## src/rtl/store_buffer_pkg.sv

```systemverilog
// Shared types and defaults for the store buffer.
//   ADDR_WIDTH / DATA_WIDTH : global memory bus widths
//   SB_DEPTH_DEFAULT        : default number of buffer entries
//   sb_entry_t              : address/data payload of one entry.
//                             Valid bits live in a separate vector so they
//                             alone can be reset while the payload is not.
package store_buffer_pkg;

  localparam int ADDR_WIDTH       = 32;
  localparam int DATA_WIDTH       = 32;
  localparam int SB_DEPTH_DEFAULT = 4;

  typedef struct packed {
    logic [ADDR_WIDTH-1:0] addr;
    logic [DATA_WIDTH-1:0] data;
  } sb_entry_t;

endpackage

```

## src/rtl/sb_fwd_match.sv

```systemverilog
// Youngest-match selector for store-to-load forwarding (combinational).
// Ports:
//   entries_i  : buffer payload array
//   valid_i    : per-entry valid bits
//   tail_i     : next allocation slot (youngest entry is tail_i-1)
//   ld_addr_i  : load address to match
//   hit_o      : some valid entry matches ld_addr_i
//   hit_data_o : data of the youngest matching entry
module sb_fwd_match
  import store_buffer_pkg::*;
#(
  parameter int DEPTH = SB_DEPTH_DEFAULT,
  parameter int PTR_W = $clog2(DEPTH)
) (
  input  sb_entry_t              entries_i [DEPTH],
  input  logic [DEPTH-1:0]       valid_i,
  input  logic [PTR_W-1:0]       tail_i,
  input  logic [ADDR_WIDTH-1:0]  ld_addr_i,
  output logic                   hit_o,
  output logic [DATA_WIDTH-1:0]  hit_data_o
);

  logic [PTR_W-1:0] idx;

  // Walk from the oldest slot (tail) to the youngest (tail-1); the last
  // match overrides earlier ones, so the youngest store wins.
  always_comb begin
    hit_o      = 1'b0;
    hit_data_o = '0;
    idx        = '0;
    for (int k = 0; k < DEPTH; k++) begin
      idx = tail_i + PTR_W'(k);
      if (valid_i[idx] && (entries_i[idx].addr == ld_addr_i)) begin
        hit_o      = 1'b1;
        hit_data_o = entries_i[idx].data;
      end
    end
  end

endmodule

```

## src/rtl/store_buffer.sv

```systemverilog
// In-order store buffer between the MEM stage and the data memory's single
// synchronous write port, with youngest-store forwarding to loads.
// Optional build macro STORE_BUF_COALESCE_EN: a store to the same address
// as the youngest entry overwrites that entry instead of allocating.
// Ports:
//   clk, rst                  : clock, async active-high reset
//   st_valid/st_ready         : store handshake from MEM
//   st_addr/st_data           : store payload
//   ld_addr/ld_data           : load address and forwarded/memory data
//   mem_read_address          : = ld_addr
//   mem_data_out              : memory async read data
//   wr_grant                  : memory write port available this cycle
//   mem_write_en/_address     : memory write of the head entry
//   mem_data_in               : head entry data
//   sb_empty, sb_count        : occupancy status
module store_buffer
  import store_buffer_pkg::*;
#(
  parameter int SB_DEPTH = SB_DEPTH_DEFAULT,
  parameter int SB_PTR_W = $clog2(SB_DEPTH)
) (
  input  logic                  clk,
  input  logic                  rst,
  input  logic                  st_valid,
  output logic                  st_ready,
  input  logic [ADDR_WIDTH-1:0] st_addr,
  input  logic [DATA_WIDTH-1:0] st_data,
  input  logic [ADDR_WIDTH-1:0] ld_addr,
  output logic [ADDR_WIDTH-1:0] mem_read_address,
  input  logic [DATA_WIDTH-1:0] mem_data_out,
  output logic [DATA_WIDTH-1:0] ld_data,
  input  logic                  wr_grant,
  output logic                  mem_write_en,
  output logic [ADDR_WIDTH-1:0] mem_write_address,
  output logic [DATA_WIDTH-1:0] mem_data_in,
  output logic                  sb_empty,
  output logic [SB_PTR_W:0]     sb_count
);

  localparam logic [SB_PTR_W:0] DEPTH_C = (SB_PTR_W+1)'(SB_DEPTH);

  logic [SB_PTR_W-1:0] head_q, head_d, tail_q, tail_d, tail_m1;
  logic [SB_PTR_W:0]   count_q, count_d;
  logic [SB_DEPTH-1:0] valid_q, valid_d;
  sb_entry_t           ent_q [SB_DEPTH];

  logic full, drain, enq, alloc, coal_hit;
  logic fwd_hit;
  logic [DATA_WIDTH-1:0] fwd_data;

  assign tail_m1 = tail_q - SB_PTR_W'(1);
  assign full    = (count_q == DEPTH_C);
  assign drain   = (count_q != '0) && wr_grant;

`ifdef STORE_BUF_COALESCE_EN
  // Merging into a head that is leaving this cycle would lose the new data.
  assign coal_hit = (count_q != '0) && (ent_q[tail_m1].addr == st_addr) &&
                    !((tail_m1 == head_q) && drain);
`else
  assign coal_hit = 1'b0;
`endif

  assign st_ready = !full || drain || coal_hit;
  assign enq      = st_valid && st_ready;
  assign alloc    = enq && !coal_hit;

  always_comb begin
    head_d  = head_q + SB_PTR_W'(drain);
    tail_d  = tail_q + SB_PTR_W'(alloc);
    count_d = count_q + (SB_PTR_W+1)'(alloc) - (SB_PTR_W+1)'(drain);
    valid_d = valid_q;
    // Clear before set: when full, head and tail alias and the new store
    // must leave the slot valid.
    if (drain) valid_d[head_q] = 1'b0;
    if (alloc) valid_d[tail_q] = 1'b1;
  end

  always_ff @(posedge clk or posedge rst) begin
    if (rst) begin
      head_q  <= '0;
      tail_q  <= '0;
      count_q <= '0;
      valid_q <= '0;
    end else begin
      head_q  <= head_d;
      tail_q  <= tail_d;
      count_q <= count_d;
      valid_q <= valid_d;
    end
  end

  // Payload is qualified by valid_q, so it needs no reset.
  always_ff @(posedge clk) begin
    if (alloc) begin
      ent_q[tail_q] <= '{addr: st_addr, data: st_data};
    end else if (enq) begin
      ent_q[tail_m1].data <= st_data;
    end
  end

  sb_fwd_match #(
    .DEPTH (SB_DEPTH),
    .PTR_W (SB_PTR_W)
  ) u_fwd (
    .entries_i  (ent_q),
    .valid_i    (valid_q),
    .tail_i     (tail_q),
    .ld_addr_i  (ld_addr),
    .hit_o      (fwd_hit),
    .hit_data_o (fwd_data)
  );

  assign mem_read_address  = ld_addr;
  assign ld_data           = fwd_hit ? fwd_data : mem_data_out;
  assign mem_write_en      = drain;
  assign mem_write_address = ent_q[head_q].addr;
  assign mem_data_in       = ent_q[head_q].data;
  assign sb_empty          = (count_q == '0);
  assign sb_count          = count_q;

  a_no_overflow : assert property (@(posedge clk) disable iff (rst)
    !(alloc && full && !drain));
  a_no_underflow : assert property (@(posedge clk) disable iff (rst)
    !(drain && (count_q == '0)));

endmodule

```

## config.mk

```make
export PLATFORM = sky130hd
export DESIGN_NAME = store_buffer
export DESIGN_NICKNAME = d
export VERILOG_FILES = /design/src/rtl/store_buffer_pkg.sv /design/src/rtl/sb_fwd_match.sv /design/src/rtl/store_buffer.sv
export SDC_FILE = /design/constraint.sdc
export NUM_CORES = 1
export LEC_CHECK = 0
export BUFFER_PORTS_ARGS = -buffer_cell sky130_fd_sc_hd__buf_2
export CAP_MARGIN = 40
export CELL_PAD_IN_SITES_DETAIL_PLACEMENT = 1
export CELL_PAD_IN_SITES_GLOBAL_PLACEMENT = 2
export CORE_MARGIN = 2
export CORE_UTILIZATION = 38
export DETAILED_ROUTE_END_ITERATION = 6
export PLACE_DENSITY_LB_ADDON = 0.1
export SYNTH_ARGS = -nofsm -noshare
export SYNTH_HDL_FRONTEND = slang
export SYNTH_SLANG_ARGS = --single-unit
```

## constraint.sdc

```tcl
create_clock -name clk -period 5.83 [get_ports clk]
set_input_delay 1.166 -clock clk [delete_from_list [all_inputs] [get_ports clk]]
set_output_delay 1.166 -clock clk [all_outputs]
set_load 0.1 [all_outputs]
```

==> out/results.ini <==
[floorplan]
initial_core_util_pct = 38.50
rows = 83
die_w_um = 232.2
core_mm2 = 0.05141
die-height_um = 232.2
num_io_pins = 266
die_area_mm2 = 0.05392

[finish]
layout_commonest_cell = mux4_2
area_growth_pct = 24.60
register_area_mm2 = 0.007978
multi_input_area_mm2 = 0.01174
fin_area_mm2 = 0.02466
fin_nets = 1727
fillCellCount = 5036
layout_common_cells = 268 x mux4_2, 256 x edfxtp_1, 233 x buf_2
layout-drive-gt1-share_pct = 48.60

[global_route]
grt_first_pass_wirelength_mm = 99.97
grt_overflow_total = 0
grt_max_degree = 63
grt_pass1_vias = 14690
grt_util_all_layers_pct = 25.29
antenna_found_initial = 8

[setup_path]
r2r_start = tail_q[0]
path_cells = inv_4 > ha_4 > buf_4 > buf_12 > buf_4 > mux2i_1 > o22ai_1 > a211oi_1 > nand2_1 > o31a_1 > nor4_4 > buf_4 > buf_6 > nor2b_4 > buf_12 > clkbuf_16 > a221oi_4 > o21ai_4 > buf_12
worstSetupStartpointType = register
crit_type = reg2out
required_ps = 4660
cp-end-kind = output pin
worstSetupStartpoint = tail_q[0]
crit_slowest_cell = dfrtp_4
arrival_ps = 4600
reg2reg_depth = 5
max_stage_delay_ps = 480
worstPathMaxFanout = 12

[yosys]
synthCells = 1366
synth_fp_nets = 1507
synthFlopType = edfxtp_1
synth.area.top_cells = edfxtp_1 39%, mux4_2 30%, mux2i_1 6.0%, xnor2_1 2.7%, buf_4 1.8%
ys_types = 62
synth_area_mm2 = 0.01979
synthArstFlopShare_pct = 4.120
ys_ff_latch = 267
yosys.area.top_type = edfxtp_1
synth_edf_count = 256
avgSynthCellArea_um2 = 14.49
synth_seq_area_share_pct = 40.23
synth_top_area_share_pct = 38.84
yosysWarningCount = 0

[hold_path]
hp-class = in2async

[cts]
ctsHoldBuffers = 0
cts_buffers = 34
root_buffer = clkbuf_16
insertion_delay_ps = 550
htreeDepth = 2
clockBufferDepth = 3
clock_sinks = 267
cts.clk_slew.worst_paths_ps = 50
cts_tree = yes

[place]
place.gp.congestion = 0.8559
io_buffers = 265
post-place-ws_ps = -96.71
place_area_mm2 = 0.02249
place_hpwl_mm = 47.20

[power]
vdd_drop_max_v = 0.0004392
leakage_uw = 0.008993
powerDensity_mw_per_mm2 = 647.4

[timing]
fin_crit_ps = 5764
final_max_slew_viol_count = 0
fin_ws_ps = 65.80
setup_violations = 0
timing.final.crit_share_pct = 98.87
finalHoldViolCount = 0
skew_ps = 24.51
max_slew_margin_pct = 42.49
clock.fmax_mhz = 173.5
tightest_slew_ps = 862.6
grt_setup_unrepaired = true

[flow_run]
maxCapViolations = 0

[routing]
wl_mm = 68.88
drc = 0
post_drt_wl_per_cell_um = 30.03
vias = 14470
ant_nets = 0
via_per_inst = 6.306
first_pass_iters = 5
drt_iter0_markers = 1172

[status]
status = finished, final reports clean

-- stage by stage --
| stage | instances | power, uW | TNS [ps] | hold slack, ps | utilization, % |
|---|---|---|---|---|---|
| after CTS | 2275 | 15770 | 0 | 626.8 | 46.94 |
| after global routing | 2293 | 16650 | -120.3 | 658.4 | 47.97 |
| after global placement | 2196 | 13040 | 0 | 580.0 | 43.57 |
| final | 2294 | 15960 | 0 | 635.8 | 47.97 |
| after detailed placement | 2200 | 13120 | -1255 | 613.8 | 43.75 |
| after floorplan | 1366 | 11090 | 0 | 476.9 | - |
-- path summary, 6_finish.rpt --
kind	endpoint	slack [ps]
min reg2reg	valid_q[3]	640
min in group clk	valid_q[3]	640
max in group asynchronous	tail_q[0]	4790
min	sb_count[0]	640
max	ld_data[29]	70
max reg2reg	ent_q[2]	2860
-- cell families (layout without fill, tap and decap cells) --
group	count (synthesis)	after routing	share of synthesized area (%)
AND/OR/NAND/NOR	199	199	4.855
buffers and inverters	181	426	5.146
adder cells (fa/ha/maj)	9	9	0.6069
AO/OA/AOI/OAI	218	218	7.852
multiplexers	398	398	37.15
XOR/XNOR	94	94	4.160
flip-flops	267	267	40.23
other	0	3	0
-- repair_timing --
action | 4_1_cts | 5_1_grt
pin swaps | 3 | 15
setup endpoints to repair | 32 | 32
gates cloned | 5 | 3
hold endpoints to repair | 0 | 0
resized for setup | 45 | 55
setup buffers | 9 | 15
-- power breakdown --
part / switching, uW / internal [uW] / total [uW] / leakage (uW)
Combinational: 6480 / 4180 / 10700 / 0.00597
Sequential: 584 / 2570 / 3150 / 0.00247
Clock: 830 / 1320 / 2150 / 0.000555
-- flip-flops by register name, summed over array words and instances, names as in the netlist --
| register | count |
|---|---|
| valid_q | 4 |
| sb_count | 3 |
| head_q | 2 |
| ent_q | 256 |
| tail_q | 2 |
-- layout make-up --
class / count / area share (%)
diodes: 3 / 0.03044
well taps: 680 / 3.450
inverters: 18 / 0.2841
flip-flops and latches: 267 / 32.35
repair buffers: 347 / 11.67
clock buffers: 42 / 3.653
clock inverters: 19 / 0.9539
multi-input cells: 918 / 47.60
-- synthesized netlist by cell type (17+ instances only) --
cell,instances
edfxtp_1,256
nand2_1,65
nor2_1,59
mux4_2,268
o21ai_1,31
clkbuf_1,50
buf_2,34
o22ai_1,18
a21o_1,34
xor2_1,32
inv_1,18
xnor2_1,62
a21oi_1,19
o21ai_0,18
buf_1,17
buf_4,47
mux2i_1,118
a221oi_1,37
-- worst max-delay path: cells and delay by family, from the launching register on --
kind	cells	cell delay, ps
buffers and inverters	9	1380
AO/OA/AOI/OAI	5	850
AND/OR/NAND/NOR	3	520
flip-flops	1	480
multiplexers	1	460
adder cells (fa/ha/maj)	1	360
-- layer usage --
metal	GRT usage [%]	wire, um	vias up
li1	-	-	6114
met3	4.433	3935	89
met4	6.971	1451	10
met5	0	56	-
met2	39.78	32800	499
met1	36.08	30630	7755
No activity file was read; power rests on OpenSTA's default activity.
